<file path="src/rtl/fetch_redirect_unit.sv">
// Fetch-stage PC generator: picks next PC (EX correction > interrupt > stall > BTB > PC+4),
// carries predictions IF->ID->EX and flags mispredicts. Optional MISPRED_CNT_EN builds a mispredict counter.
module fetch_redirect_unit #(
    parameter logic [31:0] RESET_PC = 32'h0000_0000,
    parameter int          CNT_W    = 16
) (
    input  logic             i_clk,
    input  logic             i_rst_n,
    input  logic             i_stall,
    input  logic [31:0]      i_btb_pc,
    input  logic             i_btb_sel,
    input  logic             i_ex_ctrl,
    input  logic             i_ex_taken,
    input  logic [31:0]      i_ex_target,
    input  logic             i_irq_req,
    input  logic [31:0]      i_irq_vector,
    output logic [31:0]      o_pc_IF,
    output logic [31:0]      o_pc_EX,
    output logic             o_flush_ID,
    output logic             o_flush_EX,
    output logic             o_mispred,
    output logic             o_irq_ack,
    output logic [31:0]      o_epc,
    output logic [CNT_W-1:0] o_mispred_cnt
);

    typedef struct packed {
        logic        valid;
        logic [31:0] pc;
        logic        pred_taken;
        logic [31:0] pred_target;
    } slot_t;

    logic [31:0] pc_q, pc_d;
    slot_t       id_q, id_d;
    slot_t       ex_q, ex_d;
    slot_t       if_slot;
    logic        mispred;
    logic        irq_take;
    logic [31:0] correct_pc;

    always_comb begin
        if_slot.valid       = 1'b1;
        if_slot.pc          = pc_q;
        if_slot.pred_taken  = i_btb_sel;
        if_slot.pred_target = i_btb_pc;

        // Target mismatch only matters when the branch was actually taken.
        mispred    = ex_q.valid & i_ex_ctrl &
                     ((i_ex_taken != ex_q.pred_taken) |
                      (i_ex_taken & (i_ex_target != ex_q.pred_target)));
        correct_pc = i_ex_taken ? i_ex_target : ex_q.pc + 32'd4;
        irq_take   = i_irq_req & ~mispred;

        pc_d = pc_q;
        id_d = id_q;
        ex_d = id_q;
        if (mispred) begin
            pc_d = correct_pc;
            id_d = '0;
            ex_d = '0;
        end else if (irq_take) begin
            pc_d = i_irq_vector;
            id_d = '0;
        end else if (i_stall) begin
            ex_d = '0;
        end else begin
            pc_d = i_btb_sel ? i_btb_pc : pc_q + 32'd4;
            id_d = if_slot;
        end
    end

    always_ff @(posedge i_clk or negedge i_rst_n) begin
        if (!i_rst_n) begin
            pc_q <= RESET_PC;
            id_q <= '0;
            ex_q <= '0;
        end else begin
            pc_q <= pc_d;
            id_q <= id_d;
            ex_q <= ex_d;
        end
    end

    assign o_pc_IF    = pc_q;
    assign o_pc_EX    = ex_q.valid ? ex_q.pc : 32'd0;
    assign o_mispred  = mispred;
    assign o_flush_EX = mispred;
    assign o_flush_ID = mispred | irq_take;
    assign o_irq_ack  = irq_take;
    assign o_epc      = pc_q;

`ifdef MISPRED_CNT_EN
    logic [CNT_W-1:0] cnt_q, cnt_d;

    always_comb begin
        cnt_d = cnt_q;
        if (mispred && (cnt_q != {CNT_W{1'b1}})) begin
            cnt_d = cnt_q + CNT_W'(1);
        end
    end

    always_ff @(posedge i_clk or negedge i_rst_n) begin
        if (!i_rst_n) begin
            cnt_q <= '0;
        end else begin
            cnt_q <= cnt_d;
        end
    end

    assign o_mispred_cnt = cnt_q;
`else
    assign o_mispred_cnt = '0;
`endif

endmodule

</file>
<file path="config.mk">
export PLATFORM = sky130hd
export DESIGN_NAME = fetch_redirect_unit
export DESIGN_NICKNAME = d
export VERILOG_FILES = /design/src/rtl/fetch_redirect_unit.sv
export SDC_FILE = /design/constraint.sdc
export NUM_CORES = 1
export LEC_CHECK = 0
export ABC_CLOCK_PERIOD_IN_PS = 6100
export BUFFER_PORTS_ARGS = -buffer_cell sky130_fd_sc_hd__buf_4
export CAP_MARGIN = 25
export CORE_MARGIN = 2
export CORE_UTILIZATION = 40
export DETAILED_ROUTE_END_ITERATION = 10
export PLACE_DENSITY = 0.58
export SYNTH_ARGS = -nofsm -noshare
export SYNTH_HDL_FRONTEND = slang
export SYNTH_SLANG_ARGS = --single-unit
</file>
<file path="constraint.sdc">
create_clock -name i_clk -period 6.1 [get_ports i_clk]
set_input_delay 0 -clock i_clk [delete_from_list [all_inputs] [get_ports i_clk]]
set_output_delay 0 -clock i_clk [all_outputs]
set_load 0.01 [all_outputs]
</file>
**Yosys cells after proc, flatten, opt, wreduce, memory -nomap -nowiden**

Cells that the tools add are included.

- Eq/ne operators: 3
- Mux-type cells: 12
- Bitwise gates (word level): 7
- Add/subtract/negate cells: 2

Operators by type and width:

| cell | number |
|---|---|
| $mux 66 | 6 |
| $mux 32 | 6 |
| $add 32x3->32 const B | 2 |
| $ne 32x32->1 | 1 |
| $and 1x1->1 | 4 |
| $ne 3x1->1 const B | 1 |
| $or 1x1->1 | 2 |
| $ne 1x1->1 | 1 |
| $not 1->1 | 1 |

- Input port bits: 103
- Bits in registers: 164
- Logic and storage cells: 33
- Output and inout port bits: 116

**Depth between registers and ports, before layout**

Gate-level depths: netlist of the first run.

- Depth in word-level cells: 8
- Gate-level depth with buffers: 8
- Depth with buffers taken out: 7

**Least setup slack after synthesis of the first run**

No wires, ideal clock.

- Path type: reg2reg
- From: register pc_q[2], in the netlist o_epc[2]
- To: register pc_q[22], in the netlist o_epc[22]
- Arrival: 2079 ps
- Path slack: 3896 ps
- Data required time: 5975 ps
- Library setup time: 125 ps
- Clock period less this slack: 2204 ps
- Cell stages (with the launch flop): 9
- Cells stage by stage: dfrtp_1 > ha_1 > nand4_1 > nor4_1 > buf_2 > nand3_1 > xor2_1 > o221ai_1 > mux2_4

- Cells in the longest elaborated chain, start to end: 5

RTL lines:

| what | line | source |
|---|---|---|
| from (decl) | 34 | `logic [31:0] pc_q, pc_d;` |
| from (signal assigned) | 79 | `pc_q <= pc_d;` |
| $add 32x3->32 | 68 | `pc_d = i_btb_sel ? i_btb_pc : pc_q + 32'd4;` |
| $mux 32 | 68 |  |
| $mux 32 | 65 | `end else if (i_stall) begin` |
| $mux 32 | 62 | `end else if (irq_take) begin` |
| $mux 32 | 58 | `if (mispred) begin` |

Every way passes these cells. The select of a mux whose other input is x is not followed.
A chain may end at the register's enable or synchronous reset.

**Worst setup path after layout of the first run**

- From: register pc_q[3], in the netlist o_epc[3]
- To: register pc_q[22], in the netlist o_epc[22]

The elaborated chain is that of the path after synthesis.

==> key figures, run 1 <==
Outcome
  • Status: finished, final reports clean

Floorplanning
  • Starting Density: 40.5%
  • Row Count: 55
  • Die Wd: 155 µm
  • Core ar.: 22,600 µm²
  • Io pins: 219
  • Die Y: 155 µm
  • Full die area: 24,100 µm²

Drt
  • Vias per cell: 5.18
  • Antenna-violating nets left: 0
  • Drt pass-1 iters: 4
  • WL final: 29,200 µm
  • Drt wl/cell: 20.0 µm
  • Total number of vias: 7,536
  • DRC: 0
  • DR iter-0 viols: 540

Power
  • Overall power: 2.96 mW
  • Maximum vdd ir drop: 0.225 mV
  • Leakage: 5.68 nW
  • PD cells: 245 nW/µm²

GRT
  • First-pass GRT wire length: 43,800 µm
  • Congestion Overflow GR: 0
  • Total Routing Usage GR: 24.2%
  • Number of global-route vias before repair: 7,351
  • Initial antenna violation count: 0
  • Largest net degree at the start of global routing: 89

CTS
  • CTS buffer count: 17
  • Hold-fix buffers at CTS: 90
  • Clk sinks: 164
  • Clock slew at reported path FFs: 60 ps
  • Post-CTS setup buffer count: 0
  • Resized cells post-CTS: 0
  • H-Tree Depth: 4
  • CTS tree: yes
  • Root Driver: clkbuf_16
  • Max clock buf depth: 2
  • Clock Latency Late Sink: 420 ps

Logic synthesis
  • Netlist cell types: 56
  • Seq cells post-synth: 164
  • Top cell type's share of synthesized area: 44.9%
  • Count leader, synth: dfrtp_1
  • Async SR Flop Fraction: 100%
  • Yosys warning total: 0
  • Post-synth top area cell: dfrtp_1
  • Top FF cell, synth: dfrtp_1
  • Synth Cell Area: 9150 µm²
  • Commonest cells post-synth: dfrtp_1 (164), mux2i_1 (108), and2_1 (101)
  • Synth area leaders: dfrtp_1 (45%), mux2i_1 (12%), and2_1 (6.9%)
  • Post-synthesis sequential area ratio: 44.9%
  • Number of flops mapped to enable cells by yosys: 0
  • Cells after Synth: 933
  • Mean Syn Cell Area: 9.81 µm²

Critical path
  • Reg2reg start: o_epc[3]$_DFFE_PN0P_
  • CP max stage delay: 880 ps
  • Reg2Reg Depth: 8
  • Crit Path Max Fanout: 11
  • Launching element of the worst setup path: o_epc[3]$_DFFE_PN0P_
  • Worst-path cell with the longest stage delay: nor4_2
  • Crit-path cells: ha_1 > nand4_1 > nor4_2 > nand3_1 > xor2_1 > o221ai_1 > mux2_4 > dlygate4sd3_1
  • Worst setup SP type: flop
  • Critical path class: flop to flop
  • WP data required: 6400 ps
  • R2r endpoint: o_epc[22]$_DFFE_PN0P_
  • Worst setup EP type: flop
  • Crit path DAT: 3770 ps
  • Worst reg-to-reg setup slack: 2630 ps
  • CP Capture Point: o_epc[22]$_DFFE_PN0P_

STA
  • Setup violations, final: 0
  • Rel. slew slack: 36.3%
  • Final Cycle Share: 56.9%
  • RSZ-0062 raised after global routing: false
  • Setup_tns: 0 ps
  • Maximum clock frequency: 288 MHz
  • Clk_skew: 9.27 ps
  • Fin. max-slew vios: 0
  • Clock period minus worst slack: 3470 ps
  • Hold Slack: 19.0 ps
  • Slew at the pin closest to its max-slew limit: 947 ps
  • Hold Violations, Final: 0

Place
  • Detail Placement HPWL: 20,700 µm
  • Final GP Congestion: 0.890
  • Number of buffers added on ports: 202
  • Placed cells: 1,336

Final layout
  • Share of layout cells above drive strength 1: 21.8%
  • Post-Layout Cell Count: 1,456
  • Area delta synth->final: 31.7%
  • Layout Nets: 1,266
  • ANT cells: 0

Min path
  • Hold Startpoint: i_irq_vector[30]
  • Hold crit path type: input port to flop

Run
  • Total of max-cap violations: 0
[worst max-delay path: cells and delay by family (launching register included)]
family | cells | cell delay, ps
xor+xnor | 1 | 220
fa+ha+maj | 1 | 310
flops | 1 | 510
compound gates | 1 | 140
simple gates | 3 | 1330
buf+inv | 1 | 550
mux | 1 | 280
[cell families (layout without fill, tap and decap cells)]
group	after synthesis	count (layout)	synth area share, %
simple gates	345	345	19.5
flops	164	164	44.9
buf+inv	118	341	7.34
mux	116	116	12.9
compound gates	112	112	7.88
xor+xnor	75	75	7.18
fa+ha+maj	2	2	0.273
other cells	1	16	0.0410
[routing by layer]
| metal | GRT usage [%] | routed length [µm] | up-vias | share of wire (%) |
|---|---|---|---|---|
| li1 | - | - | 3616 | - |
| met1 | 35.0 | 13500 | 3639 | 46 |
| met2 | 37.6 | 13400 | 254 | 46 |
| met3 | 4.32 | 1810 | 27 | 6.2 |
| met4 | 6.95 | 448 | 0 | 1.5 |
| met5 | 0 | 0 | - | 0 |
[cell type report]
type	instances	area, µm²
multi-input combinational	666	4450
clock inverter	9	131
tap	285	357
sequential	164	4100
inverter	12	45.0
fill	2051	10500
clock buffer	20	457
timing repair buffer	300	2500
[registers in the layout, indices dropped and copies added, names as in the netlist]
register,cells
id_q,66
o_epc,32
ex_q,66
[report_power, final]
part	internal [mW]	switching, mW	total, mW
clock	0.658	0.425	1.08
sequential	1.17	0.111	1.28
combinational	0.300	0.293	0.593
[how the worst min path moves through the flow]
stage                       endpoint  slack, ps  cells past startpoint
5_1_grt        o_epc[30]$_DFFE_PN0P_         50                      4
2_1_floorplan      ex_q[0]$_DFF_PN0_       -300                      0
3_5_place_dp    o_epc[3]$_DFFE_PN0P_        120                      1
3_3_place_gp    o_epc[3]$_DFFE_PN0P_        130                      1
6_report       o_epc[30]$_DFFE_PN0P_         20                      4
4_1_cts        o_epc[30]$_DFFE_PN0P_          5                      4
[per-stage QoR]
step           utilization, %  cell area, µm²  setup WS, ps
2_1_floorplan               -            9210          3900
4_1_cts                  53.2           12000          2670
3_5_place_dp             46.7           10500          3120
3_3_place_gp             46.7           10500          3220
6_report                 53.4           12000          2630
5_1_grt                  53.4           12000          2420
[cell usage in the layout, fill, tap and decap left out, types with 5 or more instances in the layout]
| master | Yosys | final |
|---|---|---|
| nor3_1 | 16 | 16 |
| clkbuf_16 | 0 | 17 |
| a21oi_1 | 26 | 26 |
| nand4_1 | 20 | 20 |
| dlygate4sd3_1 | 0 | 90 |
| o221ai_1 | 12 | 12 |
| nand2_1 | 57 | 57 |
| xnor2_1 | 32 | 32 |
| o22ai_1 | 12 | 12 |
| xor2_1 | 43 | 43 |
| a31oi_1 | 6 | 6 |
| nand3_1 | 17 | 17 |
| and2_1 | 101 | 101 |
| mux2i_1 | 108 | 108 |
| o21ai_0 | 27 | 27 |
| mux2_2 | 5 | 5 |
| nor2_1 | 97 | 97 |
| and4_1 | 7 | 7 |
| conb_1 | 1 | 16 |
| buf_4 | 49 | 208 |
| inv_1 | 12 | 12 |
| nor4_1 | 15 | 14 |
| dfrtp_1 | 164 | 164 |
(Power assumes the default switching activity.)
==> run 2: changes to the inputs <==
--- a/config.mk
+++ b/config.mk
@@ -5,7 +5,7 @@
 export SDC_FILE = /design/constraint.sdc
 export NUM_CORES = 1
 export LEC_CHECK = 0
-export ABC_CLOCK_PERIOD_IN_PS = 6100
+export ABC_CLOCK_PERIOD_IN_PS = 3430
 export BUFFER_PORTS_ARGS = -buffer_cell sky130_fd_sc_hd__buf_4
 export CAP_MARGIN = 25
 export CORE_MARGIN = 2
==> constraint.sdc (replaced) <==
create_clock -name i_clk -period 3.43 [get_ports i_clk]
set_input_delay 0 -clock i_clk [delete_from_list [all_inputs] [get_ports i_clk]]
set_output_delay 0 -clock i_clk [all_outputs]
set_load 0.01 [all_outputs]
==> run 2 against run 1 <==
- maximum frequency grew 8.6%
- total power grew 76%
- clock power grew 72%
- via count grew 1.7%
- sequential cell count is the same
- register-to-register slack lost 2400 ps
- non-clock buffer count grew 5
- sequential share of layout area shrank 0.071 points
- sequential power grew 78%
- global-route usage grew 0.42 points
- clock skew is essentially flat
==> key figures, run 2 (synthesis results as in run 1) <==
Critical path
  • Crit Path Max Fanout: 28
  • Crit path DAT: 3500 ps
  • Crit path buf inv count: 2
  • Worst setup EP type: flop
  • Worst setup SP type: flop
  • Worst-path cell with the longest stage delay: dlygate4sd3_1
  • Crit-path cells: xor2_1 > nor4_1 > nand4_1 > nor4_4 > nor2_4 > buf_4 > mux2_4 > dlygate4sd3_1
  • WP data required: 3730 ps
  • CP max stage delay: 570 ps
  • Crit path max-delay family: simple AND/OR/NAND/NOR gates
  • Critical path class: flop to flop

Drt
  • Vias per cell: 5.24
  • WL final: 29,400 µm
  • DR iter-0 viols: 540
  • Antenna-violating nets left: 0
  • Total number of vias: 7,665
  • DRC: 0
  • Drt pass-1 iters: 5
  • Drt wl/cell: 20.1 µm

CTS
  • Clk sinks: 164
  • Root Driver: clkbuf_16
  • Clock slew at reported path FFs: 70 ps
  • Resized cells post-CTS: 0
  • CTS tree: yes
  • Clock Latency Late Sink: 430 ps
  • H-Tree Depth: 4
  • Max clock buf depth: 2
  • Post-CTS setup buffer count: 0
  • CTS buffer count: 17

Power
  • Maximum vdd ir drop: 0.359 mV
  • Switching Fraction: 28.9%
  • Flop pwr share: 43.8%
  • PD cells: 431 nW/µm²
  • Sw power: 1.50 mW
  • Cell-internal power: 3.70 mW
  • Combinational share of power: 20.5%
  • Clock share of power: 35.7%
  • Leakage: 5.70 nW

Place
  • Detail Placement HPWL: 20,900 µm
  • Placed Area: 10,600 µm²
  • Setup WS pre-CTS: 814 ps
  • Number of buffers added on ports: 202
  • Final GP Congestion: 0.872

GRT
  • Largest net degree at the start of global routing: 79
  • Number of global-route vias before repair: 7,653
  • Initial antenna violation count: 0
  • Total Routing Usage GR: 24.7%
  • Congestion Overflow GR: 0
  • First-pass GRT wire length: 44,700 µm

Floorplanning
  • Starting Density: 40.5%
  • Die Y: 155 µm
  • Row Count: 55
  • Full die area: 24,100 µm²
  • Die Wd: 155 µm
  • Io pins: 219
  • Core ar.: 22,600 µm²

Run
  • Total of max-cap violations: 0

STA
  • Fin. max-slew vios: 0
  • Worst Slack Setup Final: 233 ps
  • RSZ-0062 raised after global routing: false
  • Clock period minus worst slack: 3200 ps
  • Rel. slew slack: 26.9%
  • Final Cycle Share: 93.2%
  • Hold Violations, Final: 0
  • Clk_skew: 9.58 ps
  • Setup violations, final: 0
  • Maximum clock frequency: 313 MHz
  • Slew at the pin closest to its max-slew limit: 1090 ps
  • Setup_tns: 0 ps

Final layout
  • Most frequent cells in the layout: buf_4 (213), dfrtp_1 (164), mux2i_1 (108)
  • ANT cells: 0
  • Most common cell after layout, fill and taps aside: buf_4
  • Share of layout cells above drive strength 1: 22.3%
  • Area delta synth->final: 31.9%
  • Layout Nets: 1,271
  • Fin area: 12,100 µm²
  • Filler cells: 2,038

Outcome
  • Status: finished, final reports clean

Min path
  • Hold crit path type: input port to flop
## run 2: changes by cell type in the layout (fill, tap and decap cells not counted)
cell        change
buf_4           +5
clkinv_4        +3
bufinv_16       -2
clkbuf_8        +2
buf_12          +1
buf_16          -1
clkinvlp_4      -1
inv_6           +1
## run 2: final cells by class
class                      instances  area, µm²  area share, %
inverter                          12       45.0          0.373
clock buffer                      22        484           4.01
tap                              285        357           2.95
sequential                       164       4100           34.0
clock inverter                    10       98.8          0.819
timing repair buffer             305       2530           21.0
multi-input combinational        666       4450           36.9
## run 2: path summary, 6_finish.rpt
check / start / endpoint / slack, ps / cells past startpoint
setup reg to reg: ex_q[29]$_DFF_PN0_ / o_epc[22]$_DFFE_PN0P_ / 230 / 8
max in group asynchronous: i_rst_n / id_q[38]$_DFFE_PN0P_ / 2340 / 3
hold reg to reg: id_q[44]$_DFFE_PN0P_ / ex_q[44]$_DFF_PN0_ / 470 / 1
setup / recovery: ex_q[29]$_DFF_PN0_ / o_epc[22]$_DFFE_PN0P_ / 230 / 8
min in group asynchronous: i_rst_n / ex_q[2]$_DFF_PN0_ / 160 / 2
hold / removal: i_ex_target[8] / o_epc[8]$_DFFE_PN0P_ / 50 / 3
## run 2: tightest hold or removal path: stages
cell and delay, ps:
buf_4 110, a2111oi_0 100, o21ba_2 230
## run 2: metrics by stage
| step | cells | power (mW) | hold slack, ps | util, % |
|---|---|---|---|---|
| after global placement | 1342 | 3.25 | 78.8 | 46.9 |
| after global routing | 1464 | 5.42 | 66.6 | 53.5 |
| after detailed placement | 1342 | 3.26 | 72.3 | 46.9 |
| after CTS | 1464 | 5.22 | 36.5 | 53.5 |
| after floorplan | 948 | 2.81 | -296 | - |
| final | 1464 | 5.20 | 48.6 | 53.5 |
## run 2: repair_timing
item	in CTS	in global routing
hold buffers	90	0
endpoints found under the hold margin	139	0
endpoints found under the setup margin	0	0
## run 2: metal layers
layer  part of all wire, %  track usage [%]  vias up
met2                    45             37.9      320
li1                      -                -     3625
met3                   6.9             4.74       50
met4                   2.7             9.13        0
met5                     0                0        -
met1                    45             34.8     3670
## run 2: power groups by stage
stage | clock, mW | combinational, mW | sequential (mW)
6_report | 1.86 | 1.07 | 2.28
5_1_grt | 1.97 | 1.16 | 2.30
4_1_cts | 1.89 | 1.06 | 2.27
3_5_place_dp | 0 | 0.946 | 2.31
3_3_place_gp | 0 | 0.940 | 2.31
2_1_floorplan | 0 | 0.564 | 2.25
